### config.mk
export PLATFORM = sky130hd
export DESIGN_NAME = rptr_empty_flat
export DESIGN_NICKNAME = d
export VERILOG_FILES = /design/src/rtl/fifo_pkg.sv /design/src/rtl/rptr_empty_if.sv /design/src/rtl/gray_to_bin.sv /design/src/rtl/rptr_empty.sv /design/src/flat_wrapper.sv
export SDC_FILE = /design/constraint.sdc
export NUM_CORES = 1
export LEC_CHECK = 0
export CAP_MARGIN = 20
export CORE_MARGIN = 3
export CORE_UTILIZATION = 48
export DETAILED_ROUTE_END_ITERATION = 12
export PLACE_DENSITY_LB_ADDON = 0.3
export SYNTH_ARGS = -nofsm -noshare
export SYNTH_HDL_FRONTEND = slang
export SYNTH_HIERARCHICAL = 1
export SYNTH_SLANG_ARGS = --single-unit
### constraint.sdc
create_clock -name i_rclk -period 4 [get_ports i_rclk]
set_clock_uncertainty 0.05 [all_clocks]
set_input_delay 0.8 -clock i_rclk [delete_from_list [all_inputs] [get_ports i_rclk]]
set_output_delay 0.8 -clock i_rclk [all_outputs]
set_load 0.02 [all_outputs]
### src/rtl/fifo_pkg.sv
// Shared asynchronous-FIFO definitions: default address width, pointer type
// and Gray/binary conversion helpers used by both the read and write sides.
package fifo_pkg;

    localparam int FIFO_ADDR_WIDTH = 3;

    typedef logic [FIFO_ADDR_WIDTH:0] ptr_t;

    function automatic ptr_t bin2gray(input ptr_t bin);
        return {1'b0, bin[FIFO_ADDR_WIDTH:1]} ^ bin;
    endfunction

    function automatic ptr_t gray2bin(input ptr_t gray);
        ptr_t bin;
        bin = gray;
        for (int i = 1; i <= FIFO_ADDR_WIDTH; i++) begin
            bin = bin ^ (gray >> i);
        end
        return bin;
    endfunction

endpackage

### src/rtl/rptr_empty_if.sv
// Read-domain bundle between the read pointer block and its user.
// The almost-empty signal exists only when RPTR_ALMOST_EMPTY_EN is defined.
interface rptr_empty_if
    import fifo_pkg::*;
#(
    parameter int ADDR_WIDTH = FIFO_ADDR_WIDTH
);

    logic                  i_rinc;
    logic [ADDR_WIDTH:0]   i_rq2_wptr;
    logic                  o_rempty;
    logic [ADDR_WIDTH:0]   o_rptr;
    logic [ADDR_WIDTH-1:0] o_raddr;
    logic [ADDR_WIDTH:0]   o_rcount;
    logic                  o_runderflow;
`ifdef RPTR_ALMOST_EMPTY_EN
    logic                  o_ralmost_empty;
`endif

    modport master (
        output i_rinc,
        output i_rq2_wptr,
        input  o_rempty,
        input  o_rptr,
        input  o_raddr,
        input  o_rcount,
`ifdef RPTR_ALMOST_EMPTY_EN
        input  o_ralmost_empty,
`endif
        input  o_runderflow
    );

    modport slave (
        input  i_rinc,
        input  i_rq2_wptr,
        output o_rempty,
        output o_rptr,
        output o_raddr,
        output o_rcount,
`ifdef RPTR_ALMOST_EMPTY_EN
        output o_ralmost_empty,
`endif
        output o_runderflow
    );

endinterface

### src/rtl/gray_to_bin.sv
// Combinational Gray-to-binary conversion: each binary bit is the XOR of
// all Gray bits at or above its position.
module gray_to_bin #(
    parameter int WIDTH = 4
) (
    input  logic [WIDTH-1:0] i_gray,
    output logic [WIDTH-1:0] o_bin
);

    // XOR-prefix from the MSB downwards
    always_comb begin
        o_bin = '0;
        for (int i = 0; i < WIDTH; i++) begin
            o_bin[i] = ^(i_gray >> i);
        end
    end

endmodule

### src/rtl/rptr_empty.sv
// Read-domain pointer, empty flag, occupancy count and sticky underflow.
// Optional almost-empty flag is built when RPTR_ALMOST_EMPTY_EN is defined.
module rptr_empty
    import fifo_pkg::*;
#(
    parameter int ADDR_WIDTH          = FIFO_ADDR_WIDTH,
    parameter int ALMOST_EMPTY_THRESH = 1
) (
    input  logic         i_rclk,
    input  logic         i_rrst,
    rptr_empty_if.slave  bus
);

    logic [ADDR_WIDTH:0] rbin_q,  rbin_d;
    logic [ADDR_WIDTH:0] rgray_q, rgray_d;
    logic [ADDR_WIDTH:0] rcount_q, rcount_d;
    logic [ADDR_WIDTH:0] wbin_s;
    logic                rempty_q, rempty_d;
    logic                runderflow_q, runderflow_d;
    logic                pop_s;

    if (ALMOST_EMPTY_THRESH < 0 || ALMOST_EMPTY_THRESH > (2 ** ADDR_WIDTH) - 1) begin : g_bad_thresh
        $error("ALMOST_EMPTY_THRESH out of range");
    end

    gray_to_bin #(
        .WIDTH (ADDR_WIDTH + 1)
    ) u_wptr_g2b (
        .i_gray (bus.i_rq2_wptr),
        .o_bin  (wbin_s)
    );

    // Next pointer, empty and count; empty compares against the current
    // synchronized write pointer so a pop racing a new write stays non-empty.
    always_comb begin
        pop_s        = bus.i_rinc & ~rempty_q;
        rbin_d       = rbin_q + {{ADDR_WIDTH{1'b0}}, pop_s};
        rgray_d      = {1'b0, rbin_d[ADDR_WIDTH:1]} ^ rbin_d;
        rempty_d     = (rgray_d == bus.i_rq2_wptr);
        rcount_d     = wbin_s - rbin_d;
        runderflow_d = runderflow_q | (bus.i_rinc & rempty_q);
    end

    // Pointer, flag and count registers
    always_ff @(posedge i_rclk or posedge i_rrst) begin
        if (i_rrst) begin
            rbin_q       <= '0;
            rgray_q      <= '0;
            rcount_q     <= '0;
            rempty_q     <= 1'b1;
            runderflow_q <= 1'b0;
        end else begin
            rbin_q       <= rbin_d;
            rgray_q      <= rgray_d;
            rcount_q     <= rcount_d;
            rempty_q     <= rempty_d;
            runderflow_q <= runderflow_d;
        end
    end

    assign bus.o_raddr      = rbin_q[ADDR_WIDTH-1:0];
    assign bus.o_rptr       = rgray_q;
    assign bus.o_rempty     = rempty_q;
    assign bus.o_rcount     = rcount_q;
    assign bus.o_runderflow = runderflow_q;

`ifdef RPTR_ALMOST_EMPTY_EN
    localparam logic [ADDR_WIDTH:0] THRESH_C = (ADDR_WIDTH + 1)'(ALMOST_EMPTY_THRESH);

    logic ralmost_empty_q, ralmost_empty_d;

    // Almost-empty follows the same pessimistic next count
    always_comb begin
        ralmost_empty_d = (rcount_d <= THRESH_C);
    end

    // Almost-empty register
    always_ff @(posedge i_rclk or posedge i_rrst) begin
        if (i_rrst) begin
            ralmost_empty_q <= 1'b1;
        end else begin
            ralmost_empty_q <= ralmost_empty_d;
        end
    end

    assign bus.o_ralmost_empty = ralmost_empty_q;
`endif

endmodule

### src/flat_wrapper.sv
// flat-port wrapper written by rule: the top's interface ports become plain ports
module rptr_empty_flat import fifo_pkg::*;
#(
    parameter int ADDR_WIDTH          = FIFO_ADDR_WIDTH,
    parameter int ALMOST_EMPTY_THRESH = 1
)
  (i_rclk, i_rrst, bus_i_rinc, bus_i_rq2_wptr, bus_o_rempty, bus_o_rptr, bus_o_raddr, bus_o_rcount, bus_o_runderflow);
  rptr_empty_if #(.ADDR_WIDTH(ADDR_WIDTH)) bus_i ();
  input  logic i_rclk;
  input  logic i_rrst;
  input wire logic [$bits(bus_i.i_rinc)-1:0] bus_i_rinc;
  input wire logic [$bits(bus_i.i_rq2_wptr)-1:0] bus_i_rq2_wptr;
  output wire logic [$bits(bus_i.o_rempty)-1:0] bus_o_rempty;
  output wire logic [$bits(bus_i.o_rptr)-1:0] bus_o_rptr;
  output wire logic [$bits(bus_i.o_raddr)-1:0] bus_o_raddr;
  output wire logic [$bits(bus_i.o_rcount)-1:0] bus_o_rcount;
  output wire logic [$bits(bus_i.o_runderflow)-1:0] bus_o_runderflow;
  assign bus_i.i_rinc = bus_i_rinc;
  assign bus_i.i_rq2_wptr = bus_i_rq2_wptr;
  assign bus_o_rempty = bus_i.o_rempty;
  assign bus_o_rptr = bus_i.o_rptr;
  assign bus_o_raddr = bus_i.o_raddr;
  assign bus_o_rcount = bus_i.o_rcount;
  assign bus_o_runderflow = bus_i.o_runderflow;
  rptr_empty #(.ADDR_WIDTH(ADDR_WIDTH), .ALMOST_EMPTY_THRESH(ALMOST_EMPTY_THRESH)) u_core (.i_rclk(i_rclk), .i_rrst(i_rrst), .bus(bus_i));
endmodule
Yosys cells after proc, flatten, opt, wreduce, memory -nomap -nowiden
Index checks and enable logic that the tools add are counted.
{"block": "totals", "register_bits": 14, "input_bits": 7, "output_inout_bits": 13, "wordCells": 17}
{"block": "classes", "n_addsub": 2, "eq_ne": 1, "n_bitwise": 5, "reduce_logical": 4}
{"operator": "4-bit XOR reduction", "n": 4}
{"operator": "4-bit by 1-bit adder with 4-bit output", "n": 1}
{"operator": "4-bit equality test", "n": 1}
{"operator": "4-bit subtractor", "n": 1}
{"operator": "3-bit by 4-bit bitwise XOR with 4-bit output", "n": 1}
{"operator": "1-bit bitwise AND", "n": 2}
{"operator": "1-bit NOT", "n": 1}
{"operator": "1-bit OR", "n": 1}

Depth between registers and ports, before layout
{"block": "depth", "word_depth": 5, "ltp_mapped": 8, "depth_no_buf": 8}

By module
The synthesis kept the hierarchy.
{"module": "rptr_empty", "instances": 1, "cells_per_inst": 51, "area_each_um2": 640.6, "seq_area_each_um2": 326.6}
{"module": "gray_to_bin", "instances": 1, "cells_per_inst": 5, "area_each_um2": 50.0, "seq_area_each_um2": 0.0}

Worst setup path before layout
Ideal clock, no wire load.
{"block": "synth_timing", "path_kind": "input to register", "startpoint": "in bus_i_rinc", "endpoint": "reg u_core.rcount_q[3], in the netlist u_core/bus.o_rcount[3]", "setup_ns": 0.123, "t_arrival_ns": 2.080, "required_ns": 3.827, "path_slack_ns": 1.747, "cell_stages": 7, "n_path_buf": 0, "path_cell_list": "nor2b_1 -> ha_1 -> ha_1 -> o21ba_2 -> a31oi_1 -> maj3_2 -> xnor2_1"}
{"block": "synth_via", "elab_chain_len": 3}
{"element": "from (decl)", "line": "flat_wrapper.sv:11", "source": "input wire logic [$bits(bus_i.i_rinc)-1:0] bus_i_rinc;"}
{"element": "1-bit bitwise AND", "line": "rptr_empty.sv:36", "source": "pop_s = bus.i_rinc & ~rempty_q;"}
{"element": "4-bit by 1-bit adder with 4-bit output", "line": "rptr_empty.sv:37", "source": "rbin_d = rbin_q + {{ADDR_WIDTH{1'b0}}, pop_s};"}
{"element": "4-bit subtractor", "line": "rptr_empty.sv:40", "source": "rcount_d = wbin_s - rbin_d;"}
{"element": "named net u_core.rcount_d[3]", "line": "rptr_empty.sv:16", "source": "logic [ADDR_WIDTH:0] rcount_q, rcount_d;"}
{"element": "to (signal assigned)", "line": "rptr_empty.sv:55", "source": "rcount_q <= rcount_d;"}
{"element": "to (decl)", "line": "rptr_empty.sv:16"}
The timed path passes the listed nets, and every way through them passes these cells.

Worst setup path after layout
{"block": "layout_timing", "startpoint": "in bus_i_rq2_wptr[3]", "endpoint": "reg u_core.rcount_q[3], in the netlist u_core/bus.o_rcount[3]"}
{"block": "layout_via", "elab_chain_len": 2, "word_cells_on_any_way": 5, "cone_classes": "add/sub (1); reduce/logical (4)"}
{"element": "from (decl)", "line": "flat_wrapper.sv:12", "source": "input wire logic [$bits(bus_i.i_rq2_wptr)-1:0] bus_i_rq2_wptr;"}
{"element": "4-bit XOR reduction", "line": "gray_to_bin.sv:14", "source": "o_bin[i] = ^(i_gray >> i);"}
{"element": "named net u_core.wbin_s[2]", "line": "rptr_empty.sv:17", "source": "logic [ADDR_WIDTH:0] wbin_s;"}
{"element": "4-bit subtractor", "line": "rptr_empty.sv:40"}
{"element": "named net u_core.rcount_d[3]", "line": "rptr_empty.sv:16"}
The timed path passes the listed nets, and every way through them passes these cells.

==> qor.log <==
INFO  global_routing maximum_number_of_pins_on_one_net_before_global_route_repair=14
INFO  timing         finalHoldViolCount=0
INFO  critical_path  crit_arrival=2.79ns
INFO  timing         tightest_slew=0.495ns
INFO  critical_path  timing.reg2reg.setup_slack=1.92ns
INFO  placed_design  buffer_ports.inserted=19
INFO  cts            post_cts_clock_slew_at_the_launch_and_capture_registers_of_the_worst_setup_and_hold_paths=0.08ns
INFO  synth          post_synth_main_area_contributors=sky130_fd_sc_hd__dfrtp_1 (43%), sky130_fd_sc_hd__xnor2_1 (14%), sky130_fd_sc_hd__ha_1 (9.1%)
INFO  critical_path  timing_worst_setup_path_type=in2reg
INFO  hold_path      hold_path.startpoint=u_core/bus.o_runderflow
INFO  critical_path  critical_path_rt=4.14ns
INFO  hold_path      hold_depth=1
INFO  cts            ctsLongestPathBuffers=2
INFO  drt            route.detailed.wl_per_inst=12.1um
INFO  layout         diodes=0
INFO  floorplan      design.portCount=20
INFO  floorplan      dieArea=1930um^2
INFO  synth          synthCells=56
INFO  layout         area.growth.synth_to_final=33.0%
INFO  floorplan      core=1320um^2
INFO  layout         num-nets-final=91
INFO  cts            cts.root.buffer_cell=sky130_fd_sc_hd__clkbuf_4
INFO  status         status=finished clean
INFO  critical_path  cp_slowest_cell=sky130_fd_sc_hd__clkdlybuf4s50_1
INFO  global_routing grt_antenna_before_repair=0
INFO  cts            number_of_clock_sinks_seen_by_cts=13
INFO  synth          synth_warnings=6
INFO  synth          synth_cell_types=19
INFO  timing         fmaxAchievable=378MHz
INFO  placed_design  detailedPlacementHpwl=944um
INFO  synth          synth_seq_cells=13
INFO  global_routing overflow_left_after_global_routing=0
INFO  synth          synth.net_count=68
INFO  power_and_ir_drop power.density=960nW/um^2
INFO  critical_path  timing.rr.start=u_core/bus.o_rempty
INFO  global_routing grt.total_usage=13.1%
INFO  timing         final_max_slew_viol_count=0
INFO  critical_path  critical_path.max_stage_delay=0.57ns
INFO  synth          yosysTopAreaCell=sky130_fd_sc_hd__dfrtp_1
INFO  floorplan      die_w=43.9um
INFO  global_routing grt_pass1_vias=422
INFO  cts            clkLatencyLatePin=0.27ns
INFO  critical_path  critical_path.startpoint_type=input pin
INFO  drt            drtPass1Iterations=4
INFO  cts            cts_repair_resize_count=0
INFO  drt            route.vias.total=465
INFO  cts            cts_tree=built
INFO  critical_path  crit_chain=clkdlybuf4s50_1 -> xor2_2 -> xnor2_1 -> inv_1 -> ha_1 -> o21ba_2 -> a31oi_1 -> maj3_2 -> xnor2_1
INFO  power_and_ir_drop p_leak=0.000400uW
INFO  drt            drt_first_iter_violations=4
INFO  timing         slew_headroom=67.0%
INFO  critical_path  critical_path.max_fanout=4
INFO  timing         setup_viol_count_final=0
INFO  drt            wirelength=1120um
INFO  drt            route.antenna.remaining_nets=0
INFO  synth          synth_seq_area_share=47.3%
INFO  critical_path  endpoint_kind=flop
INFO  synth          syn-cell-area=691um^2
INFO  cts            cts_made_buffers=3
INFO  floorplan      height_of_the_chip=43.9um
INFO  timing         final_period_minus_worst_setup_slack=2.64ns
INFO  job            maxCapViolations=0
INFO  placed_design  detailedPlace.worstSlack=1.07ns
INFO  critical_path  worst-r2r-cell-count=7
INFO  hold_path      hold_crit_endpoint=u_core/bus.o_runderflow
INFO  floorplan      row_count=13
INFO  hold_path      hold_path.class=reg2reg
INFO  timing         fin_tns_setup=0ns
INFO  floorplan      initial_core_util=52.4%
INFO  drt            viasPerCell=5.00
INFO  timing         rsz0062_at_grt=no
INFO  synth          avgSynthCellArea=12.3um^2
INFO  drt            remaining_drc_errors=0
INFO  layout         fraction_of_final_layout_cells_with_drive_strength_greater_than_1=11.5%
INFO  cts            post_cts_hold_buffer_count=0
INFO  critical_path  cpMostUsedCell=sky130_fd_sc_hd__xnor2_1
INFO  power_and_ir_drop irDropWorstVdd=0.529mV
INFO  global_routing wire_length_of_the_first_global_routing_pass=1790um
INFO  critical_path  reg2reg_to=u_core/bus.o_rempty
INFO  synth          share_of_the_synthesized_area_in_the_top_cell_type=43.5%
INFO  cts            post_cts.repair.setup_buffers=0
INFO  cts            cts_max_level=1
INFO  timing         fin_crit_sh=66.1%
INFO  placed_design  gp_routability_congestion=0.753
INFO  timing         worst_slack=1.36ns
==> registers in the layout, indices dropped and copies added, names as in the netlist <==
signal,cells
u_core/rbin_q,4
u_core/bus.o_runderflow,1
u_core/bus.o_rcount,4
u_core/bus.o_rptr,3
u_core/bus.o_rempty,1
==> through the flow <==
step | cell area, um^2 | power (uW) | std cells | hold slack, ns | utilization (%)
after floorplan | 691 | 622 | 56 | 0.515 | -
after global routing | 918 | 946 | 93 | 0.443 | 69.7
final | 918 | 882 | 93 | 0.412 | 69.7
after CTS | 918 | 894 | 93 | 0.419 | 69.7
after detailed placement | 892 | 814 | 89 | 0.401 | 67.7
after global placement | 892 | 800 | 89 | 0.389 | 67.7
==> critical path: cells and delay by family <==
kind | cells | cell delay, ns
buffers and inverters | 2 | 0.63
adder cells (fa/ha/maj) | 2 | 0.44
XOR/XNOR | 3 | 0.55
AO/OA/AOI/OAI | 2 | 0.36
==> metal layers <==
layer  wire length [um]  GRT usage [%]  up-vias  share of wire, %
met3                 74           2.49        2               6.6
li1                   -              -      219                 -
met4                 15           7.23        0               1.3
met1                440           15.4      227                39
met2                592           22.1       17                53
met5                  0              0        -                 0
==> cell families after synthesis <==
kind of cell	after synthesis	share of synthesized area, %
xor gates and xnor gates	20	27.5
DFF	13	47.3
buffers and inverters	8	4.89
adders and majority gates	6	10.7
AOI/OAI and AO/OA	5	5.25
and+or+nand+nor	4	4.35
==> placed cells by master, fill, tap and decap left out <==
cell	Yosys	final
sky130_fd_sc_hd__clkdlybuf4s50_1	0	19
sky130_fd_sc_hd__dfrtp_1	12	12
sky130_fd_sc_hd__xnor2_1	11	11
sky130_fd_sc_hd__inv_1	7	7
sky130_fd_sc_hd__xor2_1	7	7
sky130_fd_sc_hd__ha_1	5	5
sky130_fd_sc_hd__clkbuf_4	0	3
sky130_fd_sc_hd__clkbuf_1	0	1
sky130_fd_sc_hd__nor2b_1	1	1
sky130_fd_sc_hd__nand3_1	1	1
sky130_fd_sc_hd__xnor2_2	1	1
sky130_fd_sc_hd__a21boi_1	1	1
sky130_fd_sc_hd__a21oi_1	1	1
sky130_fd_sc_hd__nor4_2	1	1
sky130_fd_sc_hd__a21o_1	1	1
sky130_fd_sc_hd__nand2b_1	1	1
sky130_fd_sc_hd__o21ba_2	1	1
sky130_fd_sc_hd__a31oi_1	1	1
sky130_fd_sc_hd__maj3_2	1	1
sky130_fd_sc_hd__dfstp_2	1	1
sky130_fd_sc_hd__xor2_2	1	1
==> worst max-delay path by stage <==
stage / from / endpoint / slack (ns) / cells past startpoint
after detailed placement: bus_i_rq2_wptr[3] / u_core/bus.o_rcount[3] / 1.07 / 9
after global placement: bus_i_rq2_wptr[3] / u_core/bus.o_rcount[3] / 1.10 / 9
after global routing: bus_i_rq2_wptr[3] / u_core/bus.o_rcount[3] / 1.20 / 9
final: bus_i_rq2_wptr[3] / u_core/bus.o_rcount[3] / 1.36 / 9
after CTS: bus_i_rq2_wptr[3] / u_core/bus.o_rcount[3] / 1.36 / 9
after floorplan: bus_i_rinc / u_core/bus.o_rcount[3] / 1.75 / 7
==> area by class of cell <==
cell class              count  area, um^2
clock buffers               4        26.3
fillers                   101         399
inverters                   7        26.3
multi-input cells          35         330
flip-flops and latches     13         327
well taps                  15        18.8
repair buffers             19         190
==> power breakdown <==
part | internal [uW] | total, uW | switching [uW]
clock network | 38.6 | 77.1 | 38.6
registers | 203 | 239 | 36.0
logic | 275 | 565 | 291
total | 517 | 882 | 365
==> cell usage after synthesis <==
cell type,n
sky130_fd_sc_hd__nand3_1,1
sky130_fd_sc_hd__xnor2_1,11
sky130_fd_sc_hd__dfstp_2,1
sky130_fd_sc_hd__a21o_1,1
sky130_fd_sc_hd__xor2_2,1
sky130_fd_sc_hd__ha_1,5
sky130_fd_sc_hd__maj3_2,1
sky130_fd_sc_hd__a31oi_1,1
sky130_fd_sc_hd__dfrtp_1,12
sky130_fd_sc_hd__o21ba_2,1
sky130_fd_sc_hd__inv_1,7
sky130_fd_sc_hd__xor2_1,7
sky130_fd_sc_hd__nor2b_1,1
sky130_fd_sc_hd__buf_4,1
sky130_fd_sc_hd__xnor2_2,1
sky130_fd_sc_hd__nor4_2,1
sky130_fd_sc_hd__nand2b_1,1
sky130_fd_sc_hd__a21boi_1,1
sky130_fd_sc_hd__a21oi_1,1
No activity file was read; power rests on OpenSTA's default activity.
